### src/rtl/bit_stuffer_stream.sv
`default_nettype none
// ============================================================================
// Module   : bit_stuffer_stream
// Purpose  : Valid/ready serial bit stuffer; inserts STUFF_BIT after RUN_LEN
//            consecutive ones, tracks packet framing and per-packet stuff count.
//            Optional NRZI line encoding: define BIT_STUFFER_STREAM_NRZI_EN.
// Revision : 1.0 - initial release
// ============================================================================
module bit_stuffer_stream #(
    parameter int   RUN_LEN   = 6,
    parameter logic STUFF_BIT = 1'b0,
    parameter int   CNT_W     = 8
) (
    input  logic             clk,
    input  logic             nRST,
    input  logic             in_bit,
    input  logic             in_valid,
    input  logic             in_last,
    output logic             in_ready,
    output logic             out_bit,
    output logic             out_valid,
    output logic             out_last,
    input  logic             out_ready,
    output logic             out_is_stuff,
    output logic [CNT_W-1:0] stuff_cnt
);

    localparam int                 c_RUN_W   = 4;
    localparam logic [c_RUN_W-1:0] c_RUN_LEN = c_RUN_W'(RUN_LEN);
    localparam logic [CNT_W-1:0]   c_CNT_MAX = '1;
`ifdef BIT_STUFFER_STREAM_NRZI_EN
    localparam logic               c_OUT_RST = 1'b1;
`else
    localparam logic               c_OUT_RST = 1'b0;
`endif

    logic               r_out_bit;
    logic               r_out_valid;
    logic               r_out_last;
    logic               r_out_is_stuff;
    logic [CNT_W-1:0]   r_stuff_cnt;
    logic [c_RUN_W-1:0] r_run;
    logic               r_stuff_pending;
    logic               r_held_last;
    logic               r_first;

    logic               w_stage_free;
    logic               w_in_xfer;
    logic               w_last_xfer;
    logic               w_load_stuff;
    logic               w_load_bit;
    logic               w_out_value;
    logic [c_RUN_W-1:0] w_run_base;
    logic [c_RUN_W-1:0] w_run_inc;
    logic               w_first_base;
    logic               w_hit;

    assign w_stage_free = !r_out_valid || out_ready;
    assign in_ready     = !r_stuff_pending && w_stage_free;
    assign w_in_xfer    = in_valid && in_ready;
    assign w_last_xfer  = r_out_valid && out_ready && r_out_last;
    assign w_load_stuff = w_stage_free && r_stuff_pending;
    assign w_load_bit   = w_load_stuff ? STUFF_BIT : in_bit;

    // A packet ending this cycle means a bit loaded now already belongs to the next one.
    assign w_run_base   = w_last_xfer ? '0 : r_run;
    assign w_first_base = w_last_xfer || r_first;
    assign w_run_inc    = w_run_base + c_RUN_W'(1);
    assign w_hit        = in_bit && (w_run_inc == c_RUN_LEN);

`ifdef BIT_STUFFER_STREAM_NRZI_EN
    logic r_level;
    logic w_level_base;

    assign w_level_base = w_last_xfer ? 1'b1 : r_level;
    assign w_out_value  = w_load_bit ? w_level_base : !w_level_base;

    always_ff @(posedge clk or negedge nRST) begin
        if (!nRST) begin
            r_level <= 1'b1;
        end else if (w_load_stuff || w_in_xfer) begin
            r_level <= w_out_value;
        end else begin
            r_level <= w_level_base;
        end
    end
`else
    assign w_out_value = w_load_bit;
`endif

    always_ff @(posedge clk or negedge nRST) begin
        if (!nRST) begin
            r_out_bit       <= c_OUT_RST;
            r_out_valid     <= 1'b0;
            r_out_last      <= 1'b0;
            r_out_is_stuff  <= 1'b0;
            r_stuff_cnt     <= '0;
            r_run           <= '0;
            r_stuff_pending <= 1'b0;
            r_held_last     <= 1'b0;
            r_first         <= 1'b1;
        end else if (w_stage_free) begin
            r_run   <= w_run_base;
            r_first <= w_first_base;
            if (w_load_stuff) begin
                r_out_bit       <= w_out_value;
                r_out_valid     <= 1'b1;
                r_out_is_stuff  <= 1'b1;
                r_out_last      <= r_held_last;
                r_stuff_pending <= 1'b0;
                r_held_last     <= 1'b0;
                if (r_stuff_cnt != c_CNT_MAX) begin
                    r_stuff_cnt <= r_stuff_cnt + CNT_W'(1);
                end
            end else if (w_in_xfer) begin
                r_out_bit      <= w_out_value;
                r_out_valid    <= 1'b1;
                r_out_is_stuff <= 1'b0;
                r_first        <= 1'b0;
                if (w_first_base) begin
                    r_stuff_cnt <= '0;
                end
                if (!in_bit) begin
                    r_run      <= '0;
                    r_out_last <= in_last;
                end else if (w_hit) begin
                    // The packet's last flag travels with the stuff bit instead.
                    r_run           <= '0;
                    r_stuff_pending <= 1'b1;
                    r_held_last     <= in_last;
                    r_out_last      <= 1'b0;
                end else begin
                    r_run      <= w_run_inc;
                    r_out_last <= in_last;
                end
            end else begin
                r_out_valid <= 1'b0;
            end
        end
    end

    assign out_bit      = r_out_bit;
    assign out_valid    = r_out_valid;
    assign out_last     = r_out_last;
    assign out_is_stuff = r_out_is_stuff;
    assign stuff_cnt    = r_stuff_cnt;

endmodule
`default_nettype wire

### config.mk
export PLATFORM = sky130hd
export DESIGN_NAME = bit_stuffer_stream
export DESIGN_NICKNAME = d
export VERILOG_FILES = /design/src/rtl/bit_stuffer_stream.sv
export SDC_FILE = /design/constraint.sdc
export NUM_CORES = 1
export LEC_CHECK = 0
export ABC_AREA = 0
export ABC_CLOCK_PERIOD_IN_PS = 1650
export BUFFER_PORTS_ARGS = -buffer_cell sky130_fd_sc_hd__buf_4
export CAP_MARGIN = 40
export CORE_MARGIN = 2
export CORE_UTILIZATION = 30
export CTS_CLUSTER_SIZE = 28
export DETAILED_ROUTE_END_ITERATION = 12
export GPL_TIMING_DRIVEN = 1
export PLACE_DENSITY_LB_ADDON = 0.2
export SLEW_MARGIN = 40
export SYNTH_ARGS = -nofsm -noshare
export SYNTH_HDL_FRONTEND = slang
export SYNTH_SLANG_ARGS = --single-unit
### constraint.sdc
create_clock -name clk -period 1.65 [get_ports clk]
set_clock_uncertainty 0.05 [all_clocks]
set_input_delay 0.0825 -clock clk [delete_from_list [all_inputs] [get_ports clk]]
set_output_delay 0.0825 -clock clk [all_outputs]
set_load 0.05 [all_outputs]
==> run metrics <==
CTS Buf Count 3; DRC 0; worst-margin pin slew 318 ps; cell row count 21; Post-synth EDFFs 0; WHS Endpoint r_first; complex-gate fraction of the synthesized area 14.7%; ant diodes 0; Net count, final 149; RR Startpoint out_valid; die height roughly 63 um; final instance area 0.00132 sq mm; clk_lat worst skew a little over 300 ps; type of the worst min-delay path input pin to flip-flop; sequential area share after synthesis 45.6%; Clock power frac 23.2%; largest cells by area after synthesis dfrtp_1 (43%), nand2_1 (6.8%), mux2i_1 (6.7%); CTS tree yes; boundary pin count 19; leading area contributor after synthesis dfrtp_1; DIE WIDTH 63.0 um; fin util 39.4%; CP Class flip-flop to flip-flop; hpwl dp 1.81 mm; pwr dens 804 mW/mm^2; Async SR Flop Fraction 100%; First-pass DRT Iterations 4; Leak approximately 0.00060 uW; count leader, synth nand2_1; VDD IR-drop max 0.000549 V; area post-placement 0.00125 sq mm; Root Driver clkbuf_4; flops & latches, synth 19; cell count after synthesis approximately 120; crit-path max cell delay around 490 ps; area grow syn2layout 26.0%; Synth warnings 0; post-synthesis xor/xnor area fraction 0%; critical path arrival roughly 1700 ps; sequential share of power between 50% and 60%; total grt overflow 0; Placed Cells 179; crit share post-route 95.5%; endpoints failing hold 0; share of cells above drive strength 1 24.8%; Worst path slowest cell dfrtp_1; Slew HR 78.8%; Synth Area in Adders between 1 and 1.5%; Comb pwr share ~25%; top cells by count, synth nand2_1 (19), dfrtp_1 (18), nand3_1 (9), nor2_1 (8); Avg Cell Area, Syn 9.08 sq um; final setup fails 0; kind of end point of the critical path flip-flop; outcome complete, no violations; H-tree Lvls 1; clock-pin slew of the registers on the worst-case setup and hold paths 120 ps; CP Data Required Time 1810 ps; hold path depth 4; internal power 693 uW; critical path startpoint category flip-flop; fill cell count 354; final cell count without fillers 187; Tot GR Track Use 12.9%; drt first-iter violations 34; Setup TNS 0 ps; R2R Path End stuff_cnt[7]; reg-to-reg setup timing slack 70 ps; initial antenna violation count 0; startpoint of the worst hold path out_ready; Core ar. 0.00334 sq mm; largest net degree at the start of global routing 20; detail-routed via count per cell 5.04; clock sinks 19; die area between 0.003 and 0.004 sq mm; Syn Nets roughly 120; Psw 365 uW; initial core utilization between 30 and 40%; vias in the first global route just under 900; largest family of logic cells by synthesized area simple AND/OR/NAND/NOR gates; Reg2Reg Depth 4; Final ANT Viol Nets 0; Buffers on Ports 18; Synth Area in Simple Gates 28.6%; Worst Path Buf+Inv 0; sw frac between 30% and 40%; worst-path fanout max 9; Final Max Tran Viols 0; Max clock buf depth 2; Wirelength per Cell 13.1 um; Max Fclk 635 MHz; delay-heaviest family, CP simple AND/OR/NAND/NOR gates; mux cell area share after synthesis 6.71%; Yosys cell types 39; synthesized area roughly 0.0010 sq mm; first-pass GRT wire length 4.08 mm; max_cap viols 0; RePlAce Congestion 0.792; min Tclk post-route 1580 ps; Post-Route WL 2.46 mm; Top FF cell, synth dfrtp_1; top-area cell type share of the netlist area 43.1%; total power draw 1060 uW; via count between 900 and 1000; critical path cell sequence nand2b_2 > nand3_2 > or4_1 > o211a_1; Post-CTS Repair Setup Buffers 0; RSZ-0062 raised after global routing false
[worst max-delay path by stage]
stage / depth (start not counted) / start / slack (ps) / end
floorplan: 4 / stuff_cnt[3] / -30 / stuff_cnt[7]
global route: 5 / r_stuff_pending / 7 / stuff_cnt[3]
finish: 4 / out_valid / 70 / stuff_cnt[7]
global placement: 4 / out_valid / 160 / stuff_cnt[7]
CTS: 4 / out_valid / 90 / stuff_cnt[7]
detailed placement: 4 / out_valid / 100 / stuff_cnt[7]
[worst register-to-register path: stages (launching register included)]
cell and delay [ps]:
dfrtp_1 490, nand2b_2 190, nand3_2 130, or4_1 480
o211a_1 140
[flip-flops by register name, summed over array words and instances (netlist names)]
signal,flops
r_held_last,1
stuff_cnt,8
r_run,4
r_first,1
out_valid,1
out_bit,1
out_last,1
r_stuff_pending,1
out_is_stuff,1
[layout by cell type, fill, tap and decap left out, types with 2 or more instances in the layout]
master,instances
a21oi_1,3
a31o_2,2
and2_1,2
and3_1,2
buf_4,21
clkbuf_4,3
dfrtp_1,15
dfrtp_2,3
dlygate4sd3_1,4
inv_1,4
mux2i_1,7
nand2_1,19
nand2b_1,2
nand3_1,9
nor2_1,7
nor2b_1,2
nor3_1,4
o21ai_0,7
[what timing repair did]
item,4_1_cts,5_1_grt
hold endpoints to repair,23,0
gates resized for setup,0,0
hold buffers,4,0
[per-stage QoR]
| step | hold WS (ps) | setup WS [ps] |
|---|---|---|
| detailed placement | -72.3 | 95.7 |
| floorplan | -263 | -25.8 |
| CTS | 43.8 | 89.0 |
| global placement | -73.4 | 156 |
| global route | 61.2 | 6.53 |
| finish | 52.8 | 74.9 |
[power groups by stage]
stage,registers (uW),clock network (uW),logic [uW]
floorplan,609,0,115
global placement,552,0,261
detailed placement,554,0,261
CTS,545,258,270
global route,553,277,295
finish,546,245,268
[kinds of logic (layout without fill, tap and decap cells)]
group | after synthesis | in the layout
adders and majority gates | 1 | 1
buffers and inverters | 7 | 33
DFF | 19 | 19
AOI/OAI and AO/OA | 23 | 23
muxes | 7 | 7
and+or+nand+nor | 58 | 58
[metal layers]
layer	GRT usage, %	routed length (um)	up-vias
met5	0	0	-
met4	4.17	13	0
met3	4.32	119	2
met2	19.8	1130	17
met1	16.9	1190	459
li1	-	-	465
[final cells by class]
| class | count | area [sq um] | area share [%] |
|---|---|---|---|
| clock buffers | 3 | 22.5 | 1.71 |
| clock inverters | 1 | 5.00 | 0.380 |
| inverters | 4 | 15.0 | 1.14 |
| multi-input cells | 89 | 538 | 40.9 |
| flip-flops and latches | 19 | 480 | 36.5 |
| well taps | 46 | 57.6 | 4.37 |
| repair buffers | 25 | 198 | 15.0 |
(Power assumes the default switching activity.)
